--- config.mk ---
export PLATFORM = sky130hd
export DESIGN_NAME = neuron_mac_lanes_flat
export DESIGN_NICKNAME = d
export VERILOG_FILES = /design/src/rtl/neuron_mac_lanes_if.sv /design/src/rtl/neuron_mac_lanes.sv /design/src/flat_wrapper.sv
export SDC_FILE = /design/constraint.sdc
export NUM_CORES = 1
export LEC_CHECK = 0
export BUFFER_PORTS_ARGS = -buffer_cell sky130_fd_sc_hd__buf_2
export CAP_MARGIN = 20
export CORE_UTILIZATION = 40
export CTS_BUF_LIST = sky130_fd_sc_hd__clkbuf_2
export DETAILED_ROUTE_END_ITERATION = 16
export PLACE_DENSITY = 0.66
export SYNTH_ARGS = -nofsm -noshare
export SYNTH_HDL_FRONTEND = slang
export SYNTH_SLANG_ARGS = --single-unit
--- constraint.sdc ---
create_clock -name clk -period 9.3 [get_ports clk]
set_input_delay 2.325 -clock clk [delete_from_list [all_inputs] [get_ports clk]]
set_output_delay 2.325 -clock clk [all_outputs]
set_load 0.02 [all_outputs]
--- src/rtl/neuron_mac_lanes_if.sv ---
// rtl/neuron_mac_lanes_if.sv - request/result handshake bundle for neuron_mac_lanes
interface neuron_mac_lanes_if #(
  parameter int NUM_INPUTS = 8,
  parameter int X_W        = 8,
  parameter int W_W        = 8,
  parameter int B_W        = 16,
  parameter int OUT_W      = 16
);
  logic                      clear;
  logic                      in_valid;
  logic                      in_ready;
  logic [1:0]                act_mode;
  logic [B_W-1:0]            bias;
  logic [NUM_INPUTS*X_W-1:0] x_flat;
  logic [NUM_INPUTS*W_W-1:0] w_flat;
  logic                      out_valid;
  logic                      out_ready;
  logic [OUT_W-1:0]          out_data;
  logic                      sat_flag;
  logic                      busy;

  modport master (
    output clear, in_valid, act_mode, bias, x_flat, w_flat, out_ready,
    input  in_ready, out_valid, out_data, sat_flag, busy
  );

  modport slave (
    input  clear, in_valid, act_mode, bias, x_flat, w_flat, out_ready,
    output in_ready, out_valid, out_data, sat_flag, busy
  );
endinterface

--- src/rtl/neuron_mac_lanes.sv ---
// rtl/neuron_mac_lanes.sv - multi-lane serial MAC neuron with activation, rounding and saturation
module neuron_mac_lanes #(
  parameter int NUM_INPUTS = 8,
  parameter int LANES      = 2,
  parameter int X_W        = 8,
  parameter int W_W        = 8,
  parameter int B_W        = 16,
  parameter int OUT_W      = 16,
  parameter int SHIFT      = 4,
  parameter int GUARD_BITS = 2
) (
  input  logic               clk,
  input  logic               rst,
  neuron_mac_lanes_if.slave  bus
);

  localparam int BEATS = NUM_INPUTS / LANES;
  localparam int CNT_W = (BEATS > 1) ? $clog2(BEATS) : 1;
  localparam int P_W   = X_W + W_W;
  localparam int ACC_W = P_W + $clog2(NUM_INPUTS) + GUARD_BITS;
  localparam int R_W   = ACC_W + 1;
  localparam int SH1   = (SHIFT > 0) ? SHIFT - 1 : 0;

  // Half an output LSB; zero when no scaling is applied so r = a.
  localparam logic signed [R_W-1:0] RND     = (SHIFT > 0) ? R_W'(64'sd1 <<< SH1) : '0;
  localparam logic signed [R_W-1:0] OUT_MAX = R_W'((64'sd1 <<< (OUT_W - 1)) - 64'sd1);
  localparam logic signed [R_W-1:0] OUT_MIN = ~OUT_MAX;

  typedef enum logic [1:0] {
    ST_IDLE = 2'd0,
    ST_ACC  = 2'd1,
    ST_HOLD = 2'd2
  } state_t;

  state_t                      r_state;
  state_t                      w_state_next;
  logic [NUM_INPUTS*X_W-1:0]   r_x;
  logic [NUM_INPUTS*W_W-1:0]   r_w;
  logic [1:0]                  r_mode;
  logic signed [ACC_W-1:0]     r_acc;
  logic [CNT_W-1:0]            r_beat;
  logic                        r_out_valid;
  logic [OUT_W-1:0]            r_out_data;
  logic                        r_sat;

  logic                        w_last;
  logic signed [ACC_W-1:0]     w_lane_sum;
  logic signed [ACC_W-1:0]     w_acc_next;
  logic signed [ACC_W-1:0]     w_act;
  logic signed [R_W-1:0]       w_act_ext;
  logic signed [R_W-1:0]       w_rnd;
  logic signed [R_W-1:0]       w_round;
  logic [OUT_W-1:0]            w_out;
  logic                        w_sat;

  assign w_last = (r_beat == CNT_W'(BEATS - 1));

  // Exact sum of this beat's LANES products; operands sit in the low slots of the shift registers
  always_comb begin
    logic signed [P_W-1:0] prod;
    w_lane_sum = '0;
    prod       = '0;
    for (int j = 0; j < LANES; j++) begin
      prod       = $signed(r_x[j*X_W +: X_W]) * $signed(r_w[j*W_W +: W_W]);
      w_lane_sum = w_lane_sum + ACC_W'(prod);
    end
  end

  assign w_acc_next = r_acc + w_lane_sum;

  // Activation on the final accumulator value; mode 3 falls through as identity
  always_comb begin
    w_act = w_acc_next;
    if (w_acc_next[ACC_W-1]) begin
      if (r_mode == 2'd1) begin
        w_act = '0;
      end else if (r_mode == 2'd2) begin
        w_act = w_acc_next >>> 3;
      end
    end
  end

  // Round half up with one extra bit so the added half LSB cannot wrap
  assign w_act_ext = R_W'(w_act);
  assign w_rnd     = w_act_ext + RND;
  assign w_round   = w_rnd >>> SHIFT;

  // Clip to the signed output range and flag when clipping happened
  always_comb begin
    w_sat = 1'b0;
    w_out = w_round[OUT_W-1:0];
    if (w_round > OUT_MAX) begin
      w_out = {1'b0, {(OUT_W-1){1'b1}}};
      w_sat = 1'b1;
    end else if (w_round < OUT_MIN) begin
      w_out = {1'b1, {(OUT_W-1){1'b0}}};
      w_sat = 1'b1;
    end
  end

  // State register
  always_ff @(posedge clk or posedge rst) begin
    if (rst) begin
      r_state <= ST_IDLE;
    end else begin
      r_state <= w_state_next;
    end
  end

  // Next-state logic; clear overrides every other transition
  always_comb begin
    w_state_next = r_state;
    case (r_state)
      ST_IDLE: if (bus.in_valid)  w_state_next = ST_ACC;
      ST_ACC:  if (w_last)        w_state_next = ST_HOLD;
      ST_HOLD: if (bus.out_ready) w_state_next = ST_IDLE;
      default:                    w_state_next = ST_IDLE;
    endcase
    if (bus.clear) begin
      w_state_next = ST_IDLE;
    end
  end

  // Operand latch, beat accumulation and registered result
  always_ff @(posedge clk or posedge rst) begin
    if (rst) begin
      r_x         <= '0;
      r_w         <= '0;
      r_mode      <= '0;
      r_acc       <= '0;
      r_beat      <= '0;
      r_out_valid <= 1'b0;
      r_out_data  <= '0;
      r_sat       <= 1'b0;
    end else if (bus.clear) begin
      r_out_valid <= 1'b0;
      r_sat       <= 1'b0;
    end else begin
      case (r_state)
        ST_IDLE: begin
          if (bus.in_valid) begin
            r_x    <= bus.x_flat;
            r_w    <= bus.w_flat;
            r_mode <= bus.act_mode;
            r_acc  <= ACC_W'($signed(bus.bias));
            r_beat <= '0;
          end
        end
        ST_ACC: begin
          r_acc  <= w_acc_next;
          r_x    <= r_x >> (LANES * X_W);
          r_w    <= r_w >> (LANES * W_W);
          r_beat <= r_beat + CNT_W'(1);
          if (w_last) begin
            r_out_valid <= 1'b1;
            r_out_data  <= w_out;
            r_sat       <= w_sat;
          end
        end
        ST_HOLD: begin
          if (bus.out_ready) begin
            r_out_valid <= 1'b0;
          end
        end
        default: ;
      endcase
    end
  end

  assign bus.in_ready  = (r_state == ST_IDLE);
  assign bus.busy      = (r_state == ST_ACC) || (r_state == ST_HOLD);
  assign bus.out_valid = r_out_valid;
  assign bus.out_data  = r_out_data;
  assign bus.sat_flag  = r_sat;

endmodule

--- src/flat_wrapper.sv ---
// flat-port wrapper written by rule: the top's interface ports become plain ports
module neuron_mac_lanes_flat 
#(
  parameter int NUM_INPUTS = 8,
  parameter int LANES      = 2,
  parameter int X_W        = 8,
  parameter int W_W        = 8,
  parameter int B_W        = 16,
  parameter int OUT_W      = 16,
  parameter int SHIFT      = 4,
  parameter int GUARD_BITS = 2
)
  (clk, rst, bus_clear, bus_in_valid, bus_act_mode, bus_bias, bus_x_flat, bus_w_flat, bus_out_ready, bus_in_ready, bus_out_valid, bus_out_data, bus_sat_flag, bus_busy);
  neuron_mac_lanes_if #(.NUM_INPUTS(NUM_INPUTS), .X_W(X_W), .W_W(W_W), .B_W(B_W), .OUT_W(OUT_W)) bus_i ();
  input  logic clk;
  input  logic rst;
  input wire logic [$bits(bus_i.clear)-1:0] bus_clear;
  input wire logic [$bits(bus_i.in_valid)-1:0] bus_in_valid;
  input wire logic [$bits(bus_i.act_mode)-1:0] bus_act_mode;
  input wire logic [$bits(bus_i.bias)-1:0] bus_bias;
  input wire logic [$bits(bus_i.x_flat)-1:0] bus_x_flat;
  input wire logic [$bits(bus_i.w_flat)-1:0] bus_w_flat;
  input wire logic [$bits(bus_i.out_ready)-1:0] bus_out_ready;
  output wire logic [$bits(bus_i.in_ready)-1:0] bus_in_ready;
  output wire logic [$bits(bus_i.out_valid)-1:0] bus_out_valid;
  output wire logic [$bits(bus_i.out_data)-1:0] bus_out_data;
  output wire logic [$bits(bus_i.sat_flag)-1:0] bus_sat_flag;
  output wire logic [$bits(bus_i.busy)-1:0] bus_busy;
  assign bus_i.clear = bus_clear;
  assign bus_i.in_valid = bus_in_valid;
  assign bus_i.act_mode = bus_act_mode;
  assign bus_i.bias = bus_bias;
  assign bus_i.x_flat = bus_x_flat;
  assign bus_i.w_flat = bus_w_flat;
  assign bus_i.out_ready = bus_out_ready;
  assign bus_in_ready = bus_i.in_ready;
  assign bus_out_valid = bus_i.out_valid;
  assign bus_out_data = bus_i.out_data;
  assign bus_sat_flag = bus_i.sat_flag;
  assign bus_busy = bus_i.busy;
  neuron_mac_lanes #(.NUM_INPUTS(NUM_INPUTS), .LANES(LANES), .X_W(X_W), .W_W(W_W), .B_W(B_W), .OUT_W(OUT_W), .SHIFT(SHIFT), .GUARD_BITS(GUARD_BITS)) u_core (.clk(clk), .rst(rst), .bus(bus_i));
endmodule
# Word level (Yosys, flattened, before mapping)
# Cells that the tools add are included.
# totals
elab_cells	66
ff_bits	173
# classes
n_bitwise	1
eq_ne	9
multipliers	2
order_cmp	2
n_reduce_logical	12
add_sub_neg	4
muxes	27
# op_table
cell	count
one-hot mux 64 bit (2 select lines)	2
two-way mux 64 bit	2
two-way mux 21 bit	3
one-hot mux 21 bit (2 select lines)	1
multiplier 8 x 8 -> 16 bit	2
two-way mux 16 bit	2
adder 21 x 5 -> 22 bit (second input constant)	1
adder 21 bit	1
two-way mux 20 bit	1
greater-than comparator 18 x 16 -> 1 bit (second input constant)	1
< comparator 18 x 16 -> 1 bit (second input constant)	1
adder 16 x 16 -> 17 bit	1
AND reduction 3 bit	5
two-way mux 2 bit	5
two-way mux 1 bit	8
== test 2 bit (second input constant)	3
inequality test 3 bit (second input constant)	2
one-hot mux 2 bit (3 select lines)	1
nonzero test 2 bit	3
== test 2 x 1 -> 1 bit (second input constant)	2
one-hot mux 2 bit (2 select lines)	1
inequality test 3 x 2 -> 1 bit (second input constant)	1
nonzero test 3 bit	1
adder 2 x 1 -> 2 bit (second input constant)	1
6 further kinds	6

# Logic depth before layout (Yosys ltp)
# Gate-level depths: netlist of the first run.
# depth
ltp_word	13
ltp_mapped	41
depth_no_buf	39

# Least setup slack after synthesis of the first run
# OpenSTA, ideal clock, no wires.
# synth_timing
path_kind	reg-to-reg
from	register u_core.r_x[15]
to	register u_core.r_out_data[10], in the netlist u_core.bus.out_data[10]
t_required_ps	9218
path_slack_ps	-158
period_less_slack_ps	9458
setup_time_ps	82
t_arrival_ps	9376
path_buffers	2
path_stages_with_launch	38
cell_sequence	dfrtp_1 -> clkbuf_1 -> and2_1 -> fa_1 -> inv_1 -> fa_1 -> inv_1 -> fa_1 -> inv_1 -> fa_1 -> inv_1 -> fa_1 -> inv_1 -> fa_1 -> inv_1 -> ha_1 -> nand2_1 -> or4_1 -> [2 not listed] -> nand2_1 -> ha_1 -> and3_1 -> nand2_1 -> a31oi_1 -> or3_1 -> o211a_4 -> a21oi_4 -> nor2_2 -> o32a_1 -> inv_1 -> ha_1 -> a21boi_0 -> and4_4 -> nand2_4 -> o31a_1 -> buf_6 -> a31oi_1
# synth_via
elab_chain_cells	10
elab_cells_between_ends	11
cone_classes	add/sub (3); mul (1); order compare (2); mux (5)
# synth_rtl
item	line_no	source
from (decl)	neuron_mac_lanes.sv:37	logic [NUM_INPUTS*X_W-1:0] r_x;
from (signal assigned)	neuron_mac_lanes.sv:142	r_x <= bus.x_flat;
from (signal assigned)	neuron_mac_lanes.sv:151	r_x <= r_x >> (LANES * X_W);
multiplier 8 x 8 -> 16 bit (*)	neuron_mac_lanes.sv:64	prod = $signed(r_x[j*X_W +: X_W]) * $signed(r_w[j*W_W +: W_W]);
adder 16 x 16 -> 17 bit (*)	neuron_mac_lanes.sv:65	w_lane_sum = w_lane_sum + ACC_W'(prod);
adder 21 bit (*)	neuron_mac_lanes.sv:69	assign w_acc_next = r_acc + w_lane_sum;
two-way mux 20 bit	neuron_mac_lanes.sv:77	end else if (r_mode == 2'd2) begin
two-way mux 21 bit	neuron_mac_lanes.sv:75	if (r_mode == 2'd1) begin
two-way mux 21 bit (*)	neuron_mac_lanes.sv:74	if (w_acc_next[ACC_W-1]) begin
adder 21 x 5 -> 22 bit (*)	neuron_mac_lanes.sv:85	assign w_rnd = w_act_ext + RND;
< comparator 18 x 16 -> 1 bit	neuron_mac_lanes.sv:95	end else if (w_round < OUT_MIN) begin
two-way mux 16 bit	neuron_mac_lanes.sv:95	
two-way mux 16 bit (*)	neuron_mac_lanes.sv:92	if (w_round > OUT_MAX) begin
to (signal assigned)	neuron_mac_lanes.sv:156	r_out_data <= w_out;
to (decl)	neuron_mac_lanes.sv:43	logic [OUT_W-1:0] r_out_data;
# Every way passes the cells marked *; elsewhere a longest branch is shown, timed or not.
# A chain may end at the register's enable or synchronous reset.

# Worst setup path after layout of the first run
# layout_timing
from	register u_core.r_x[15]
to	register u_core.r_out_data[9], in the netlist u_core.bus.out_data[9]
# The elaborated chain is that of the path after synthesis.

==> metrics.txt, run 1 <==
Setup TNS=0 ns; number of DRC markers in iteration 0=763; fin crit share=0.979; run status=completed; fin cells=2409; synth cell count leaders=nand2_1, inv_1, dfrtp_1; critical path startpoint category=register; # hold bufs at CTS=0; worst skew pair latency=0.84 ns; root buffer cell=clkbuf_2; actual slew at the worst max-slew pin=1.05 ns; Mapped Area=15200 um^2; Setup Crit Path Kind=register to register; Layout Skew=0.0472 ns; most used standard cell by instance count after synthesis=nand2_1; sequential share of the synthesized area=0.285; Num CTS Buffers=17; internal reg-to-reg setup slack=0.20 ns; GPL Wtd Cong=0.922; Main synth FF type=dfrtp_1; synth top area cells=dfrtp_1, fa_1, mux2i_1; wire per inst=17.1 um; final period demand of the worst path=9.10 ns; fraction of layout cells with a size suffix above 1=0.230; Max-slew headroom=0.302; CTS tree=yes; Worst path max stage delay=roughly 0.56 ns; area grow syn2layout=18.6%; Synth warnings=0; CP max-delay cell=fa_2; gr ovfl total=0; Syn Nets=2032; H-tree levels=4; post-synth top area share=0.285; final worst setup slack=around 0.2 ns; hold slack=roughly 0.50 ns; clk buf depth=2; total number of vias=approximately 12000; width of the die=197 um; vias in the first global route=12500; number of enable flip-flop cells after synthesis=0; syn_area_per_cell=9.18 um^2; Core Rows=71; DR pass1 iterations=6; CP most frequent cell=fa_1; WL final=41300 um; largest net degree at the start of global routing=~110; Total GRT Usage=0.219; CTS clk-pin slew, worst paths=between 0.2 and 0.3 ns; # setup viols final=0; number of remaining DRC errors=0; Post-DRT Antenna Nets=0; synthesized flop and latch total=around 170; core box area=about 38000 um^2; initial antenna violation count=5; Max Cap Viol=0; Gate Count Post-Synth=1657; Critical Path Fanout Max=8; worst min path class=register to register; fin. max-slew vios=0; dpl ws=-0.116 ns; vias per cell=around 5.1; Detailed Place HPWL=31800 um; Req. time, crit path=10.05 ns; asr flop ratio synth=1.00; Final Hold Violating Endpoints=0; Arr. time, crit path=9.85 ns; die height=197 um; Initial Util=0.405; first-pass GRT wire length=around 67000 um; I/O Buffers=170; # nets final=2257; Worst setup EP type=register; Die ar.=38800 um^2; # IOs=171; post-synthesis cell type count=87; CTS sink cnt=~170; Synth area leader=dfrtp_1; fmax=0.110 GHz; placed cells=2339
==> cell type report <==
type / instances / area [um^2]
Inverter: 198 / 748
Timing Repair Buffer: 280 / 1720
Multi-Input combinational cell: 1212 / 10300
Tap cell: 511 / 639
Clock buffer: 18 / 90.1
Clock inverter: 14 / 156
Fill cell: 3581 / 19500
Sequential cell: 173 / 4350
Antenna cell: 3 / 7.51
==> path summary, 6_finish.rpt <==
kind                                             from                                 end  cells past startpoint
max                        u_core.r_x[15]$_DFFE_PP0P_  u_core.bus.out_data[9]$_DFFE_PP0P_                     35
min                        u_core.r_w[58]$_DFFE_PP0P_          u_core.r_w[58]$_DFFE_PP0P_                      2
max reg2reg                u_core.r_x[15]$_DFFE_PP0P_  u_core.bus.out_data[9]$_DFFE_PP0P_                     35
min reg2reg                u_core.r_w[58]$_DFFE_PP0P_          u_core.r_w[58]$_DFFE_PP0P_                      2
max in group asynchronous                         rst  u_core.bus.out_data[7]$_DFFE_PP0P_                      3
min in group asynchronous                         rst          u_core.r_w[33]$_DFFE_PP0P_                      2
==> cells in the final DEF (no fill, tap or decap), drive strengths merged, types with 4 or more instances in the layout <==
cell type,n
fa,144
nand4,7
nand2,252
a21oi,40
or4,6
nor3,9
clkbuf,19
nand2b,7
ha,80
dfrtp,173
o21ai,146
o22ai,10
a21o,11
and2,85
a41oi,7
buf,279
a211oi,7
o211ai,18
o21a,7
inv,204
xnor2,35
nand3,47
nor2b,4
xor2,15
clkinv,6
mux2i,106
a31oi,20
nor2,73
and3,6
a2111oi,5
o21bai,8
==> registers in the layout, summed over array words and instances (netlist names) <==
register	cells
u_core.r_state	2
u_core.r_acc	21
u_core.bus.sat_flag	1
u_core.r_w	64
u_core.r_mode	2
u_core.r_x	64
u_core.r_beat	2
u_core.bus.out_data	16
u_core.bus.out_valid	1
==> through the flow <==
| stage | instance area (um^2) | utilization |
|---|---|---|
| 6_report | 18000 | 0.480 |
| 5_1_grt | 18000 | 0.480 |
| 4_1_cts | 17300 | 0.460 |
| 3_5_place_dp | 17000 | 0.452 |
| 3_3_place_gp | 17000 | 0.452 |
| 2_1_floorplan | 15200 | - |
==> logic make-up after synthesis <==
logic type | share of synthesized area
compound gates | 0.131
buf+inv | 0.0685
simple gates | 0.159
xor+xnor | 0.0288
flops | 0.285
mux | 0.0722
fa+ha+maj | 0.255
==> layer usage <==
layer	vias up	routed length [um]	share of wire	GRT usage
li1	5964	-	-	-
met1	6003	19400	0.47	0.310
met2	318	18800	0.46	0.338
met3	51	2350	0.057	0.0450
met4	4	692	0.017	0.0609
met5	-	25	0.00061	0
==> worst max-delay path, delay by kind of cell, from the launching register on <==
kind / cells / cell delay, ns
buffers and inverters: 9 / 0.77
and+or+nand+nor: 10 / 2.51
AOI/OAI and AO/OA: 8 / 1.52
DFF: 1 / 0.55
adders and majority gates: 8 / 3.68
==> repair_timing <==
action	in CTS	in global routing
endpoints found under the hold margin	0	0
setup endpoints to repair	16	17
buffers inserted	0	33
gates resized for setup	18	98
cloned	0	1
pin swaps	0	81
Power of run 1 is left out: the tool's default activity adds up to more than one toggle a clock period on the data nets, which glitch-free logic cannot reach.
==> run 2, diff against run 1 <==
--- a/config.mk
+++ b/config.mk
@@ -5,12 +5,12 @@
 export SDC_FILE = /design/constraint.sdc
 export NUM_CORES = 1
 export LEC_CHECK = 0
-export BUFFER_PORTS_ARGS = -buffer_cell sky130_fd_sc_hd__buf_2
 export CAP_MARGIN = 20
-export CORE_UTILIZATION = 40
+export CORE_UTILIZATION = 50
 export CTS_BUF_LIST = sky130_fd_sc_hd__clkbuf_2
 export DETAILED_ROUTE_END_ITERATION = 16
-export PLACE_DENSITY = 0.66
+export DONT_BUFFER_PORTS = 1
+export PLACE_DENSITY = 0.74
 export SYNTH_ARGS = -nofsm -noshare
 export SYNTH_HDL_FRONTEND = slang
 export SYNTH_SLANG_ARGS = --single-unit
==> run 2 against run 1 <==
- clock skew grew 0.0069 ns
- register-to-register slack got worse by 0.03 ns
- maximum frequency shrank 0.30%
- wire length is 2.7% lower
==> metrics.txt, run 2 (synthesis gave the netlist of run 1 again) <==
CP max-delay cell=fa_1 (was fa_2); worst min path class=register to register (unchanged); fraction of layout cells with a size suffix above 1=0.158 (was 0.230); run status=completed (unchanged); commonest non-fill, non-tap cells in the layout=nand2_1, inv_1, dfrtp_1, fa_1, o21ai_0 (was nand2_1, inv_1, buf_2, dfrtp_1, fa_1); Layout Skew=0.0541 ns (was 0.0472 ns); Max-slew headroom=0.377 (was 0.302); Die ar.=31100 um^2 (was 38800 um^2); CP most frequent cell=fa_1 (unchanged); CTS sink cnt=173 (unchanged); fin. max-slew vios=0 (unchanged); Arr. time, crit path=9.86 ns (was 9.85 ns); final period demand of the worst path=9.13 ns (was 9.10 ns); first-pass GRT wire length=63400 um (was 66500 um); Final Hold Violating Endpoints=0 (unchanged); core box area=29800 um^2 (was 37600 um^2); worst skew pair latency=0.85 ns (was 0.84 ns); clk buf depth=2 (unchanged); crit path capture=u_core.bus.out_data[10]$_DFFE_PP0P_ (was u_core.bus.out_data[9]$_DFFE_PP0P_); # IOs=171 (unchanged); H-tree levels=4 (unchanged); Critical Path Start=u_core.r_x[7]$_DFFE_PP0P_ (was u_core.r_x[15]$_DFFE_PP0P_); Reg2Reg Depth=33 (was 35); CTS clk-pin slew, worst paths=0.27 ns (was 0.28 ns); Req. time, crit path=10.03 ns (was 10.05 ns); largest net degree at the start of global routing=256 (was 109); Post-DRT Antenna Nets=0 (unchanged); fin crit share=0.982 (was 0.979); biggest regs=u_core.r_w x64, u_core.r_x x64, u_core.r_acc x21 (unchanged); internal reg-to-reg setup slack=0.17 ns (was 0.20 ns); fin cells=2124 (was 2409); CTS tree=yes (unchanged); gr ovfl total=0 (unchanged); Total GRT Usage=0.264 (was 0.219); vias per cell=5.69 (was 5.12); Num CTS Buffers=17 (unchanged); Detailed Place HPWL=30700 um (was 31800 um); Worst path max stage delay=0.59 ns (was 0.56 ns); Max Cap Viol=0 (unchanged); commonest non-fill, non-tap cell in the layout=nand2_1 (unchanged); width of the die=176 um (was 197 um); area grow syn2layout=13.0% (was 18.6%); WL final=40200 um (was 41300 um); Setup Crit Path Kind=register to register (unchanged); number of remaining DRC errors=0 (unchanged); root buffer cell=clkbuf_2 (unchanged); Initial Util=0.510 (was 0.405); vias in the first global route=12000 (was 12500); wire per inst=18.9 um (was 17.1 um); # setup viols final=0 (unchanged); Core Rows=63 (was 71); GPL Wtd Cong=0.964 (was 0.922); placed cells=2046 (was 2339); reg2reg start=u_core.r_x[7]$_DFFE_PP0P_ (was u_core.r_x[15]$_DFFE_PP0P_); Critical Path Fanout Max=7 (was 8); Worst setup EP type=register (unchanged); die height=176 um (was 197 um); initial antenna violation count=1 (was 5); I/O Buffers=0 (was 170); Worst R2R End=u_core.bus.out_data[10]$_DFFE_PP0P_ (was u_core.bus.out_data[9]$_DFFE_PP0P_); actual slew at the worst max-slew pin=0.934 ns (was 1.05 ns); number of DRC markers in iteration 0=1012 (was 763); fmax=0.110 GHz (about the same); # nets final=2095 (was 2257); DR pass1 iterations=5 (was 6); critical path startpoint category=register (unchanged); total number of vias=12100 (was 12300)
## run 2: cell types whose count changed in the layout (fill, tap and decap cells not counted), sizes merged
| cell | change |
|---|---|
| clkinvlp | +1 |
| dlymetal6s2s | +1 |
| buf | -163 |
| bufinv | -1 |
| diode | -2 |
| clkinv | +2 |
| clkbuf | -1 |
| inv | -1 |
## run 2: critical path, delay by kind of cell (launching register included)
| kind | cells | cell delay [ns] |
|---|---|---|
| adders and majority gates | 8 | 3.71 |
| and+or+nand+nor | 11 | 2.55 |
| AOI/OAI and AO/OA | 5 | 1.02 |
| buffers and inverters | 8 | 0.94 |
| DFF | 1 | 0.54 |
| muxes | 1 | 0.26 |
## run 2: repair_timing
item,4_1_cts,5_1_grt
pin swaps,1,78
hold buffers,0,0
cloned,0,2
gates resized for setup,3,120
setup buffers,1,42
endpoints found under the setup margin,16,17
## run 2: how the worst min path moves through the flow
| stage | startpoint | end | cells past startpoint |
|---|---|---|---|
| after floorplan | u_core.r_w[48]$_DFFE_PP0P_ | u_core.r_w[48]$_DFFE_PP0P_ | 2 |
| final | u_core.r_w[52]$_DFFE_PP0P_ | u_core.r_w[52]$_DFFE_PP0P_ | 2 |
| after global routing | u_core.r_x[50]$_DFFE_PP0P_ | u_core.r_x[50]$_DFFE_PP0P_ | 2 |
| after global placement | u_core.r_w[52]$_DFFE_PP0P_ | u_core.r_w[52]$_DFFE_PP0P_ | 2 |
| after CTS | u_core.r_w[52]$_DFFE_PP0P_ | u_core.r_w[52]$_DFFE_PP0P_ | 2 |
| after detailed placement | u_core.r_x[62]$_DFFE_PP0P_ | u_core.r_x[62]$_DFFE_PP0P_ | 2 |
## run 2: final cells by class
class	count	area [um^2]
Clock inverter	15	155
Multi-Input combinational cell	1212	10400
Sequential cell	173	4350
Tap cell	390	488
Timing Repair Buffer	118	997
Clock buffer	17	85.1
Fill cell	2595	12600
Antenna cell	1	2.50
Inverter	198	752
## run 2: through the flow
step	hold slack [ns]	instance area, um^2	worst slack (ns)	utilization	setup TNS [ns]
3_3_place_gp	0.448	16000	0.0759	0.537	0
6_report	0.503	17200	0.168	0.577	0
4_1_cts	0.508	16300	0.00145	0.545	0
2_1_floorplan	0.438	15200	0.0911	-	0
3_5_place_dp	0.456	16000	-0.141	0.537	-1.62
5_1_grt	0.534	17200	-0.124	0.577	-1.82
## run 2: routing by layer
layer	track usage	wire, um
met1	0.373	17400
met2	0.407	18500
met3	0.0696	3700
met4	0.0578	553
met5	0	0
Power of run 2 is left out for the same reason.
==> run 3, diff against run 2 <==
==> constraint.sdc (replaced) <==
create_clock -name clk -period 9.3 [get_ports clk]
set_input_delay 1.395 -clock clk [delete_from_list [all_inputs] [get_ports clk]]
set_output_delay 1.395 -clock clk [all_outputs]
set_load 0.02 [all_outputs]
==> run 3 against run 2 <==
- critical path depth decreased by 1
- setup slack lost 0.056 ns
- final cell count fell by 0.42%
- final area decreased by 1.4%
- maximum frequency down 0.61%
- clock skew is 0.013 ns higher
- via count decreased by 0.72%
- global-route usage rose by 0.23 points
- critical endpoint is now u_core.bus.sat_flag$_DFFE_PP0P_
- highest routed layer is now met5
==> metrics.txt, run 3 (synthesis gave the netlist of run 1 again) <==
run status=completed (unchanged); Num CTS Buffers=17 (unchanged); die height=176 um (unchanged); core box area=29800 um^2 (unchanged); CTS sink cnt=173 (unchanged); fmax=0.109 GHz (was 0.110 GHz); root buffer cell=clkbuf_2 (unchanged); post-route core utilization=0.569 (was 0.577); Setup Crit Path Kind=register to register (unchanged); initial antenna violation count=2 (was 1); I/O Buffers=0 (unchanged); critical path startpoint category=register (unchanged); Setup TNS=0 ns (unchanged); gr ovfl total=0 (unchanged); DR pass1 iterations=5 (unchanged); CTS tree=yes (unchanged); total number of vias=12000 (was 12100); Detailed Place HPWL=30600 um (was 30700 um); worst min path class=register to register (unchanged); area grow syn2layout=11.4% (was 13.0%); Layout Skew=0.0669 ns (was 0.0541 ns); Die ar.=31100 um^2 (unchanged); fin crit share=0.988 (was 0.982); Core Rows=63 (unchanged); wire per inst=18.7 um (was 18.9 um); # setup viols final=0 (unchanged); CP most frequent cell=fa_1 (unchanged); Worst setup EP type=register (unchanged); first-pass GRT wire length=63900 um (was 63400 um); actual slew at the worst max-slew pin=0.949 ns (was 0.934 ns); Total GRT Usage=0.266 (was 0.264); # IOs=171 (unchanged); commonest non-fill, non-tap cell in the layout=nand2_1 (unchanged); width of the die=176 um (unchanged); # nets final=2086 (was 2095); vias in the first global route=11900 (was 12000); GPL Wtd Cong=0.968 (was 0.964); Critical Path Fanout Max=10 (was 7); # hold bufs at CTS=0 (unchanged); Final Hold Violating Endpoints=0 (unchanged); fill count=2602 (was 2595); CP max-delay cell=fa_2 (was fa_1); Arr. time, crit path=9.89 ns (was 9.86 ns); number of remaining DRC errors=0 (unchanged); worst skew pair latency=0.84 ns (was 0.85 ns); WL final=39700 um (was 40200 um); Max Cap Viol=0 (unchanged); Post-DRT Antenna Nets=0 (unchanged); final period demand of the worst path=9.19 ns (was 9.13 ns); largest net degree at the start of global routing=116 (was 256); biggest regs=u_core.r_w x64, u_core.r_x x64, u_core.r_acc x21 (unchanged); commonest non-fill, non-tap cells in the layout=nand2_1, inv_1, dfrtp_1, fa_1, o21ai_0 (unchanged); Req. time, crit path=10.00 ns (was 10.03 ns); fraction of layout cells with a size suffix above 1=0.142 (was 0.158); hold slack=0.505 ns (was 0.503 ns); Max-slew headroom=0.367 (was 0.377); vias per cell=5.68 (was 5.69); number of DRC markers in iteration 0=1024 (was 1012); H-tree levels=4 (unchanged); Worst path max stage delay=0.61 ns (was 0.59 ns); Initial Util=0.510 (unchanged); fin. max-slew vios=0 (unchanged); clk buf depth=2 (unchanged); CTS clk-pin slew, worst paths=0.28 ns (was 0.27 ns)
## run 3: cell types whose count changed in the layout (fill, tap and decap cells not counted), sizes merged
cell      change
clkinv        -2
buf          -10
clkinvlp      -1
clkbuf        +2
bufinv        +1
inv           +1
## run 3: cell type report
cell class | instances | area [um^2] | share of cell area
clock inverters | 14 | 173 | 0.0102
inverters | 198 | 748 | 0.0442
diodes | 1 | 2.50 | 0.000148
flip-flops and latches | 173 | 4350 | 0.257
well taps | 390 | 488 | 0.0288
multi-input cells | 1212 | 10200 | 0.602
repair buffers | 109 | 891 | 0.0526
clock buffers | 18 | 90.1 | 0.00532
## run 3: repair_timing
item	in CTS	in global routing
endpoints found under the setup margin	16	17
gates cloned	0	1
buffers inserted	2	29
pin swaps	0	34
gates resized for setup	4	82
## run 3: layer usage
layer  vias to the layer above  GRT usage  routed length, um
li1                       5620          -                  -
met2                       417      0.406              18000
met3                        46     0.0741               3630
met5                         -          0                  9
met1                      5924      0.380              17500
met4                         2     0.0542                594
## run 3: per-stage QoR
step | worst slack (ns) | cells | area, um^2
2_1_floorplan | 0.0911 | 1657 | 15200
3_3_place_gp | 0.0146 | 2047 | 16000
3_5_place_dp | -0.152 | 2047 | 16000
4_1_cts | 0.0127 | 2081 | 16300
5_1_grt | -0.0962 | 2115 | 16900
6_report | 0.112 | 2115 | 16900
## run 3: critical path: cells and delay by family (launching register included)
kind | cells | cell delay [ns]
XOR/XNOR | 1 | 0.19
AND/OR/NAND/NOR | 9 | 1.95
adder cells (fa/ha/maj) | 8 | 3.79
flip-flops | 1 | 0.51
AO/OA/AOI/OAI | 7 | 1.74
buffers and inverters | 7 | 0.87
## run 3: worst paths after layout
path | slack [ns] | from | to | depth (start not counted)
max in group asynchronous | 7.47 | rst | u_core.r_x[0]$_DFFE_PP0P_ | 3
worst max register to register | 0.11 | u_core.r_x[7]$_DFFE_PP0P_ | u_core.bus.sat_flag$_DFFE_PP0P_ | 32
worst min-delay path | 0.50 | u_core.r_w[61]$_DFFE_PP0P_ | u_core.r_w[61]$_DFFE_PP0P_ | 2
worst max-delay path | 0.11 | u_core.r_x[7]$_DFFE_PP0P_ | u_core.bus.sat_flag$_DFFE_PP0P_ | 32
min in group asynchronous | 0.54 | rst | u_core.r_w[41]$_DFFE_PP0P_ | 1
worst min register to register | 0.50 | u_core.r_w[61]$_DFFE_PP0P_ | u_core.r_w[61]$_DFFE_PP0P_ | 2
Power of run 3 is left out for the same reason.
